==> config.mk <==
export PLATFORM = sky130hd
export DESIGN_NAME = alu_op_sequencer
export DESIGN_NICKNAME = d
export VERILOG_FILES = /design/src/rtl/alu_op_sequencer.sv
export SDC_FILE = /design/constraint.sdc
export NUM_CORES = 1
export LEC_CHECK = 0
export ABC_AREA = 1
export ABC_CLOCK_PERIOD_IN_PS = 2090
export CAP_MARGIN = 40
export CELL_PAD_IN_SITES_DETAIL_PLACEMENT = 0
export CELL_PAD_IN_SITES_GLOBAL_PLACEMENT = 1
export CORE_ASPECT_RATIO = 0.6
export CORE_MARGIN = 1.5
export CORE_UTILIZATION = 36
export CTS_CLUSTER_DIAMETER = 200
export DETAILED_ROUTE_END_ITERATION = 10
export MAX_ROUTING_LAYER = met4
export PLACE_DENSITY_LB_ADDON = 0.1
export SYNTH_ARGS = -nofsm -noshare
export SYNTH_HDL_FRONTEND = slang
export SYNTH_SLANG_ARGS = --single-unit
==> constraint.sdc <==
create_clock -name clk -period 2.09 [get_ports clk]
set_clock_uncertainty 0.1 [all_clocks]
set_input_delay 0.3135 -clock clk [delete_from_list [all_inputs] [get_ports clk]]
set_output_delay 0.3135 -clock clk [all_outputs]
set_load 0.005 [all_outputs]
==> src/rtl/alu_op_sequencer.sv <==
// Sequences register-file operations through an external combinational ALU.
// Requests are accepted one at a time; every request yields exactly one response.
module alu_op_sequencer #(
  parameter int NREG = 4
) (
  input  logic       clk,
  input  logic       rst,
  input  logic       req_valid,
  output logic       req_ready,
  input  logic [3:0] req_op,
  input  logic [1:0] req_dst,
  input  logic [1:0] req_srca,
  input  logic [1:0] req_srcb,
  input  logic [7:0] req_imm,
  output logic [7:0] alu_a,
  output logic [7:0] alu_b,
  output logic [3:0] alu_mode,
  input  logic [7:0] alu_s,
  output logic       rsp_valid,
  input  logic       rsp_ready,
  output logic [7:0] rsp_data,
  output logic       rsp_err,
  output logic [7:0] op_count,
  output logic [1:0] dbg_state
);

  // Handshakes: a transfer happens on a rising edge where valid and ready are
  // both 1; once raised, valid and its payload hold until that transfer.

  typedef enum logic [1:0] {
    IDLE = 2'd0,
    OPER = 2'd1,
    LOAD = 2'd2,
    RESP = 2'd3
  } state_t;

  localparam logic [3:0] OP_ADD   = 4'b0011;
  localparam logic [3:0] OP_SUB   = 4'b0100;
  localparam logic [3:0] OP_AND   = 4'b0101;
  localparam logic [3:0] OP_OR    = 4'b0110;
  localparam logic [3:0] OP_NOT   = 4'b0001;
  localparam logic [3:0] OP_CLEAR = 4'b1010;
  localparam logic [3:0] OP_LOAD  = 4'b1111;

  state_t     state_q, state_d;
  logic [3:0] op_q, op_d;
  logic [1:0] dst_q, dst_d;
  logic [1:0] srca_q, srca_d;
  logic [1:0] srcb_q, srcb_d;
  logic [7:0] imm_q, imm_d;
  logic [7:0] regs_q [NREG];
  logic [7:0] regs_d [NREG];
  logic       rsp_valid_q, rsp_valid_d;
  logic [7:0] rsp_data_q, rsp_data_d;
  logic       rsp_err_q, rsp_err_d;
  logic [7:0] op_count_q, op_count_d;
  logic       is_alu_op;

  always_comb begin
    is_alu_op = 1'b0;
    case (req_op)
      OP_ADD, OP_SUB, OP_AND, OP_OR, OP_NOT, OP_CLEAR: is_alu_op = 1'b1;
      default:                                         is_alu_op = 1'b0;
    endcase
  end

  always_comb begin
    state_d     = state_q;
    op_d        = op_q;
    dst_d       = dst_q;
    srca_d      = srca_q;
    srcb_d      = srcb_q;
    imm_d       = imm_q;
    regs_d      = regs_q;
    rsp_valid_d = rsp_valid_q;
    rsp_data_d  = rsp_data_q;
    rsp_err_d   = rsp_err_q;
    op_count_d  = op_count_q;
    case (state_q)
      IDLE: begin
        if (req_valid) begin
          op_d   = req_op;
          dst_d  = req_dst;
          srca_d = req_srca;
          srcb_d = req_srcb;
          imm_d  = req_imm;
          if (is_alu_op) begin
            state_d = OPER;
          end else if (req_op == OP_LOAD) begin
            state_d = LOAD;
          end else begin
            // Illegal opcode answers straight away and leaves the registers alone.
            state_d     = RESP;
            rsp_valid_d = 1'b1;
            rsp_data_d  = 8'h00;
            rsp_err_d   = 1'b1;
          end
        end
      end
      OPER: begin
        regs_d[dst_q] = alu_s;
        rsp_data_d    = alu_s;
        rsp_err_d     = 1'b0;
        rsp_valid_d   = 1'b1;
        state_d       = RESP;
      end
      LOAD: begin
        regs_d[dst_q] = imm_q;
        rsp_data_d    = imm_q;
        rsp_err_d     = 1'b0;
        rsp_valid_d   = 1'b1;
        state_d       = RESP;
      end
      RESP: begin
        if (rsp_ready) begin
          rsp_valid_d = 1'b0;
          op_count_d  = op_count_q + 8'd1;
          state_d     = IDLE;
        end
      end
      default: state_d = IDLE;
    endcase
  end

  always_ff @(posedge clk) begin
    if (rst) begin
      state_q     <= IDLE;
      op_q        <= 4'h0;
      dst_q       <= 2'd0;
      srca_q      <= 2'd0;
      srcb_q      <= 2'd0;
      imm_q       <= 8'h00;
      for (int i = 0; i < NREG; i++) regs_q[i] <= 8'h00;
      rsp_valid_q <= 1'b0;
      rsp_data_q  <= 8'h00;
      rsp_err_q   <= 1'b0;
      op_count_q  <= 8'h00;
    end else begin
      state_q     <= state_d;
      op_q        <= op_d;
      dst_q       <= dst_d;
      srca_q      <= srca_d;
      srcb_q      <= srcb_d;
      imm_q       <= imm_d;
      regs_q      <= regs_d;
      rsp_valid_q <= rsp_valid_d;
      rsp_data_q  <= rsp_data_d;
      rsp_err_q   <= rsp_err_d;
      op_count_q  <= op_count_d;
    end
  end

  // Operands are driven from the registers as they stand before the OPER write,
  // so a source that equals the destination reads its old value.
  assign alu_a     = (state_q == OPER) ? regs_q[srca_q] : 8'h00;
  assign alu_b     = (state_q == OPER) ? regs_q[srcb_q] : 8'h00;
  assign alu_mode  = (state_q == OPER) ? op_q : OP_CLEAR;
  assign req_ready = (state_q == IDLE);
  assign rsp_valid = rsp_valid_q;
  assign rsp_data  = rsp_data_q;
  assign rsp_err   = rsp_err_q;
  assign op_count  = op_count_q;
  assign dbg_state = state_q;

endmodule

==> impl_results.rst, run 1 <==
.. list-table::
   :header-rows: 1

   * - Metric
     - Value
   * - Result of the run
     - completed
   * - Clk network pwr share
     - 25.5%
   * - Finished Core Util
     - 49.94%
   * - Vertical die dimension
     - 80.40 microns
   * - Number of clock sinks seen by CTS
     - 70
   * - Launching point of the worst reg2reg path
     - dbg_state[1]
   * - Area used by sequential logic in the layout
     - 1409 sq um
   * - Worst Path Max Fanout
     - 6
   * - Commonest non-fill, non-tap cells in the layout
     - sky130_fd_sc_hd__nor2_1, sky130_fd_sc_hd__nand2_1, sky130_fd_sc_hd__o21ai_0, sky130_fd_sc_hd__dfxtp_1, sky130_fd_sc_hd__a21oi_1
   * - Launching element of the worst setup path
     - srcb_q[1]
   * - Maximum achievable frequency
     - 0.4980 GHz
   * - Max_cap viols
     - 0
   * - Pwr/cell area
     - 1361 nW/um^2
   * - Source-to-sink clock delay at the later pin of the worst-skew pair
     - 0.33 ns
   * - GP Congestion
     - 0.8412
   * - TritonCTS buffer count
     - 9
   * - Required time reported for the critical path endpoint
     - 1.68 ns
   * - Fraction of power spent switching nets
     - 38.77%
   * - Cell types with the largest area share after synthesis
     - sky130_fd_sc_hd__dfxtp_1, sky130_fd_sc_hd__o21ai_0, sky130_fd_sc_hd__nor2_1
   * - Number of distinct library cells after synthesis
     - 30
   * - Average size of a mapped cell
     - 6.847 sq um
   * - Leakage
     - 2.035 nW
   * - Number of core rows
     - 28
   * - Gr ovfl total
     - 0
   * - Average detailed-routed wire length per instance
     - 14.21 microns
   * - Arrival time worst endpoint
     - 1.59 ns
   * - Proportion of power drawn by combinational gates
     - 44.8%
   * - Reg-to-reg endpoint
     - regs_q[7]
   * - Worst Reg-to-Reg Cells
     - 6
   * - Measured slew at the worst slew-check pin
     - 0.6019 ns
   * - Total power draw
     - 6.643 mW
   * - Buffer depth of the longest clock path
     - 2
   * - H-Tree Depth
     - 3
   * - Switching power
     - 2.575 mW
   * - Ant. Diodes
     - 0
   * - Number of global-route vias before repair
     - 3,267
   * - Number of vias per cell
     - 4.903
   * - Seq cells post-synth
     - 70
   * - Setup repair after global routing missed its margin
     - no
   * - Fraction of synthesized cell area taken by the top area cell type
     - 38.98%
   * - Mapped Nets
     - 561
   * - DRC violation count after routing
     - 0
   * - Global routing usage summed across all routing layers
     - 21.42%
   * - Cell area after technology mapping
     - 3595 sq um
   * - DR iter-0 viols
     - 213
   * - Global-route wire length before repair
     - 16,980 microns
   * - Total of hold buffers inserted after clock tree synthesis
     - 0
   * - Yosys warning total
     - 0
   * - Library cell with the largest summed area after synthesis
     - sky130_fd_sc_hd__dfxtp_1
   * - Fillers
     - 972
   * - Fin crit period
     - 2.008 ns
   * - Antenna violations before repair
     - 0
   * - Critical path capture point type
     - output pin
   * - Reg2reg setup slack
     - 0.33 ns
   * - Clock root buffer
     - sky130_fd_sc_hd__clkbuf_16
   * - Area growth from synthesis to layout
     - 35.78%
   * - Number of detailed-routing iterations run before antenna repair
     - 4
   * - Share of post-route cells with drive strength above 1
     - 15.32%
   * - Number of vias after detailed routing
     - 3,638
   * - Maximum vdd drop
     - 0.5469 mV
   * - Min-Delay Path Class
     - flop to flop
   * - Placed cells
     - 719
   * - Placeable core region
     - 9774 sq um
   * - Number of routed nets with antenna violations
     - 0
   * - TritonCTS clock tree
     - done
   * - Power Internal
     - 4.068 mW
   * - Critical Path Sink
     - alu_b[0]
   * - Commonest non-fill, non-tap cell in the layout
     - sky130_fd_sc_hd__nor2_1
   * - Summed negative setup slack over all endpoints
     - 0 ns
   * - Ratio of final minimum period to clock period
     - 96.07%
   * - Critical path type
     - flop to output pin
   * - Initial Utilization
     - 36.78%
   * - Boundary pin count
     - 71
   * - Fraction of power consumed by sequential logic
     - 29.6%
   * - Detailed-route wire length
     - 10,540 microns
   * - Horizontal die dimension
     - 132.0 microns
   * - Count of port buffers added during placement
     - 70
   * - Worst max-slew margin expressed relative to the limit
     - 59.45%
   * - Maximum number of pins on one net before global-route repair
     - 39
   * - DIE AREA
     - 10,610 sq um
   * - Sequential share of the synthesized area
     - 38.98%
   * - Area of the multi-input gates
     - 1828 sq um
   * - Hold Fails Final Rpt
     - 0
   * - HPWL after detailed placement
     - 7821 microns
   * - Fin. max-slew vios
     - 0
   * - Critical path launch point type
     - flop
   * - Number of setup violations in the final report
     - 0
   * - Final #Nets
     - 638
   * - Synthesized netlist cell count
     - 525
   * - Clock transition at path regs
     - 0.06 ns
   * - Final cell count without fillers
     - 742
## flip-flops by register name, summed over array words and instances (netlist names)
name / flops
dst_q: 2
imm_q: 8
regs_q: 32
dbg_state: 2
op_count: 8
srca_q: 2
rsp_err: 1
op_q: 4
rsp_data: 8
rsp_valid: 1
srcb_q: 2
## worst min-delay path by stage
stage	end	slack [ns]	cells past startpoint	start
after floorplan	op_count[5]	0.28	1	rst
after global placement	op_q[1]	0.36	2	op_q[1]
after detailed placement	op_q[1]	0.37	2	op_q[1]
after CTS	op_q[1]	0.38	2	op_q[1]
after global routing	regs_q[7]	0.40	2	regs_q[7]
final	regs_q[7]	0.38	2	regs_q[7]
## synthesized netlist by cell type (all sizes together)
| library cell | n |
|---|---|
| a211oi | 1 |
| a21oi | 56 |
| buf | 12 |
| clkbuf | 15 |
| clkinv | 2 |
| dfxtp | 70 |
| ha | 6 |
| inv | 66 |
| nand2 | 81 |
| nand3 | 8 |
| nand3b | 2 |
| nand4 | 11 |
| nor2 | 87 |
| nor3 | 4 |
| nor3b | 1 |
| o211ai | 16 |
| o21ai | 85 |
| or2 | 2 |
## layout make-up
type / count / share of cell area, %
inverter: 68 / 5.332
timing repair buffer: 93 / 18.05
tap: 135 / 3.461
clock inverter: 5 / 1.666
sequential: 70 / 28.86
clock buffer: 11 / 5.178
multi-input combinational: 360 / 37.45
## power groups by stage
stage	combinational, mW	clock [mW]	sequential (mW)
floorplan	1.87	0	1.91
global placement	2.90	0	1.98
detailed placement	2.93	0	1.99
CTS	2.99	1.73	1.96
global route	3.36	1.78	2.02
finish	2.98	1.70	1.97
## worst max-delay path, cell delays in order, from the launching register on
cell                            delay [ns]
sky130_fd_sc_hd__dfxtp_4              0.38
sky130_fd_sc_hd__buf_4                0.16
sky130_fd_sc_hd__buf_4                0.13
sky130_fd_sc_hd__a21oi_1              0.11
sky130_fd_sc_hd__o21ai_0              0.10
sky130_fd_sc_hd__a21oi_1              0.14
sky130_fd_sc_hd__dlygate4sd2_1        0.25
## routing by layer
| metal | up-vias | wire length, microns | track usage, % |
|---|---|---|---|
| li1 | 1875 | - | - |
| met1 | 1639 | 5522 | 31.31 |
| met2 | 113 | 4104 | 28.69 |
| met3 | 11 | 801 | 4.861 |
| met4 | 0 | 113 | 6.444 |
| met5 | - | 0 | - |
## cell families (layout without fill, tap and decap cells)
kind of cell             count (synthesis)  in the layout  share of synthesized area, %
AO/OA/AOI/OAI                          158            158                         23.29
adder cells (fa/ha/maj)                  6              6                         2.088
buffers and inverters                   95            177                         10.58
flip-flops                              70             70                         38.98
AND/OR/NAND/NOR                        196            196                         25.06
## repair_timing
action,CTS,global route
pin swaps,3,3
setup endpoints to repair,18,4
setup buffers,7,0
gates resized for setup,30,4
## through the flow
step / worst slack [ns] / hold slack [ns] / area [sq um]
floorplan: 0.3797 / 0.2804 / 3595
global placement: 0.09568 / 0.3650 / 4484
detailed placement: 0.07762 / 0.3712 / 4484
CTS: 0.06237 / 0.3846 / 4875
global route: 0.007844 / 0.3957 / 4881
finish: 0.08204 / 0.3838 / 4881
(Power assumes the default switching activity.)
==> run 2, diff against run 1 <==
Settings changed: SETUP_SLACK_MARGIN set to 0.15.
==> run 2 against run 1 <==
Critical path type unchanged. Register-to-register slack worse by 0.02 ns. Cell area is 0.36% lower. Worst hold slack hardly changed. Power is 0.90% higher. Non-clock buffer count is 1 higher. Via count is 0.14% lower. Count of clock-buffer cells in the layout stayed put.
==> impl_results.rst, run 2 (synthesis gave the netlist of run 1 again) <==
.. list-table::
   :header-rows: 1

   * - Metric
     - Value
   * - Measured slew at the worst slew-check pin
     - 0.6020 ns (+0.0001327 ns)
   * - Non-Filler Cell Area, Final
     - 4863 sq um (-0.36%)
   * - Clock transition at path regs
     - 0.06 ns (about the same)
   * - Antenna violations before repair
     - 0 (unchanged)
   * - Share of post-route cells with drive strength above 1
     - 17.60% (+2.3 points)
   * - Number of setup violations in the final report
     - 0 (unchanged)
   * - Number of global-route vias before repair
     - 3,267 (unchanged)
   * - Global-route wire length before repair
     - 16,960 microns (-0.12%)
   * - Cell occurring most often along the worst timing path
     - sky130_fd_sc_hd__a21oi_1
   * - Crit path cell chain
     - buf_12 > a21oi_1 > o21ai_0 > a21oi_1 > dlygate4sd2_1
   * - Number of core rows
     - 28 (unchanged)
   * - Hold Fails Final Rpt
     - 0 (unchanged)
   * - Required time reported for the critical path endpoint
     - 1.68 ns (about the same)
   * - Worst Reg-to-Reg Cells
     - 6 (unchanged)
   * - Number of routed nets with antenna violations
     - 0 (unchanged)
   * - TritonCTS buffer count
     - 9 (unchanged)
   * - Critical path capture point type
     - output pin
   * - GP Congestion
     - 0.8412 (unchanged)
   * - Horizontal die dimension
     - 132.0 microns (unchanged)
   * - Number of detailed-routing iterations run before antenna repair
     - 4 (unchanged)
   * - Max reg flops
     - 32 (unchanged)
   * - Number of vias after detailed routing
     - 3,633 (-0.14%)
   * - Worst Hold Endpoint
     - imm_q[5]
   * - Count of port buffers added during placement
     - 70 (unchanged)
   * - Detailed-route wire length
     - 10,530 microns (about the same)
   * - Buffer depth of the longest clock path
     - 2 (unchanged)
   * - Maximum achievable frequency
     - 0.5246 GHz (+5.3%)
   * - Clock root buffer
     - sky130_fd_sc_hd__clkbuf_16
   * - Max stage delay cell, worst path
     - sky130_fd_sc_hd__dfxtp_1
   * - Commonest non-fill, non-tap cells in the layout
     - sky130_fd_sc_hd__nor2_1, sky130_fd_sc_hd__nand2_1, sky130_fd_sc_hd__dfxtp_1, sky130_fd_sc_hd__o21ai_0, sky130_fd_sc_hd__a21oi_1
   * - DIE AREA
     - 10,610 sq um (unchanged)
   * - Ratio of final minimum period to clock period
     - 91.21% (-4.9 points)
   * - Worst max-slew margin expressed relative to the limit
     - 59.44% (about the same)
   * - Ant. Diodes
     - 0 (unchanged)
   * - Area growth from synthesis to layout
     - 35.29%
   * - Max_cap viols
     - 0 (unchanged)
   * - Setup repair after global routing missed its margin
     - yes
   * - Global routing usage summed across all routing layers
     - 21.38% (-0.043 points)
   * - Total of hold buffers inserted after clock tree synthesis
     - 0 (unchanged)
   * - Total power draw
     - 6.703 mW (+0.90%)
   * - Boundary pin count
     - 71 (unchanged)
   * - TritonCTS clock tree
     - done
   * - Gr ovfl total
     - 0 (unchanged)
   * - Launching point of the worst reg2reg path
     - dbg_state[1]
   * - Maximum vdd drop
     - 0.5427 mV (-0.77%)
   * - Summed negative setup slack over all endpoints
     - 0 ns (unchanged)
   * - Startpoint of the worst hold path
     - imm_q[5]
   * - Leakage
     - 1.998 nW (-1.8%)
   * - Number of clock sinks seen by CTS
     - 70 (unchanged)
   * - DRC violation count after routing
     - 0 (unchanged)
   * - Arrival time worst endpoint
     - 1.49 ns (-0.10 ns)
   * - Fin. max-slew vios
     - 0 (unchanged)
   * - Pwr/cell area
     - 1378 nW/um^2 (+1.3%)
   * - Min-Delay Path Class
     - flop to flop
   * - Initial Utilization
     - 36.78% (unchanged)
   * - Average detailed-routed wire length per instance
     - 14.17 microns (-0.22%)
   * - Critical path type
     - flop to output pin
   * - Reg2reg setup slack
     - 0.31 ns (-0.02 ns)
   * - Worst Path Max Fanout
     - 33 (+27)
   * - Fin crit period
     - 1.906 ns (-0.1017 ns)
   * - Placeable core region
     - 9774 sq um (unchanged)
   * - Number of vias per cell
     - 4.890 (-0.27%)
   * - Maximum number of pins on one net before global-route repair
     - 39 (unchanged)
   * - Delay of the slowest critical-path stage
     - 0.33 ns (-0.05 ns)
   * - DR iter-0 viols
     - 210 (-1.4%)
   * - Vertical die dimension
     - 80.40 microns (unchanged)
   * - Register with the highest flop count
     - regs_q
   * - Hold Path Depth
     - 2 (unchanged)
   * - Critical path launch point type
     - flop
   * - Source-to-sink clock delay at the later pin of the worst-skew pair
     - 0.33 ns (about the same)
   * - Placed instance area
     - 4484 sq um (unchanged)
   * - Commonest non-fill, non-tap cell in the layout
     - sky130_fd_sc_hd__nor2_1
   * - Result of the run
     - completed
   * - Final #Nets
     - 639 (+0.16%)
   * - H-Tree Depth
     - 3 (unchanged)
   * - Reg-to-reg endpoint
     - regs_q[7]
   * - HPWL after detailed placement
     - 7821 microns (unchanged)
-- run 2: cell types whose count changed in the layout (fill, tap and decap cells not counted), sizes merged --
cell,before,now
buf,23,26
dlymetal6s2s,2,1
clkdlybuf4s50,50,49
dlygate4sd2,18,9
clkbuf,11,20
-- run 2: where the power goes --
part	leakage, nW	switching [mW]	internal (mW)
combinational	1.26	1.75	1.28
sequential	0.575	0.267	1.71
clock	0.162	0.593	1.11
total	2.00	2.61	4.10
-- run 2: worst max-delay path by stage --
stage                 startpoint           to  slack (ns)
finish                 srca_q[0]     alu_a[7]        0.18
global route           srca_q[0]     alu_a[7]        0.12
CTS                    srcb_q[1]     alu_b[3]        0.13
detailed placement     srcb_q[1]     alu_b[4]        0.08
global placement    dbg_state[1]  alu_mode[1]         0.1
floorplan           dbg_state[1]     alu_a[4]        0.38
-- run 2: stage by stage --
stage | worst slack, ns | cells | hold WS (ns) | utilization, %
detailed placement | 0.07762 | 719 | 0.3712 | 45.88
global placement | 0.09568 | 719 | 0.3650 | 45.88
global route | 0.1151 | 743 | 0.3957 | 49.76
floorplan | 0.3797 | 525 | 0.2804 | -
finish | 0.1838 | 743 | 0.3842 | 49.76
CTS | 0.1274 | 743 | 0.3846 | 50.06
-- run 2: final cells by class --
| cell class | instances | area (sq um) |
|---|---|---|
| Fill cell | 969 | 4911 |
| Multi-Input combinational cell | 360 | 1846 |
| Sequential cell | 70 | 1410 |
| Timing Repair Buffer | 94 | 842.1 |
| Inverter | 68 | 262.8 |
| Clock buffer | 11 | 252.7 |
| Tap cell | 135 | 168.9 |
| Clock inverter | 5 | 81.33 |
-- run 2: critical path: cells and delay by family (launching register included) --
kind	cells	cell delay, ns
DFF	1	0.33
AOI/OAI and AO/OA	3	0.41
buffers and inverters	2	0.42
-- run 2: layer usage --
layer	up-vias	track usage, %	wire (microns)
li1	1878	-	-
met1	1644	31.15	5657
met2	102	28.74	4129
met3	9	4.861	650
met4	0	6.444	94
met5	-	-	0
-- run 2: repair_timing --
action | 4_1_cts | 5_1_grt
resized for setup | 43 | 25
setup buffers | 8 | 0
pin swaps | 4 | 10
setup endpoints to repair | 21 | 14
==> run 3, diff against run 2 <==
Settings changed: ABC_CLOCK_PERIOD_IN_PS 2090 to not set.
==> results of run 3 <==
No change in the layout: final DEF, timing and power equal those of run 2.
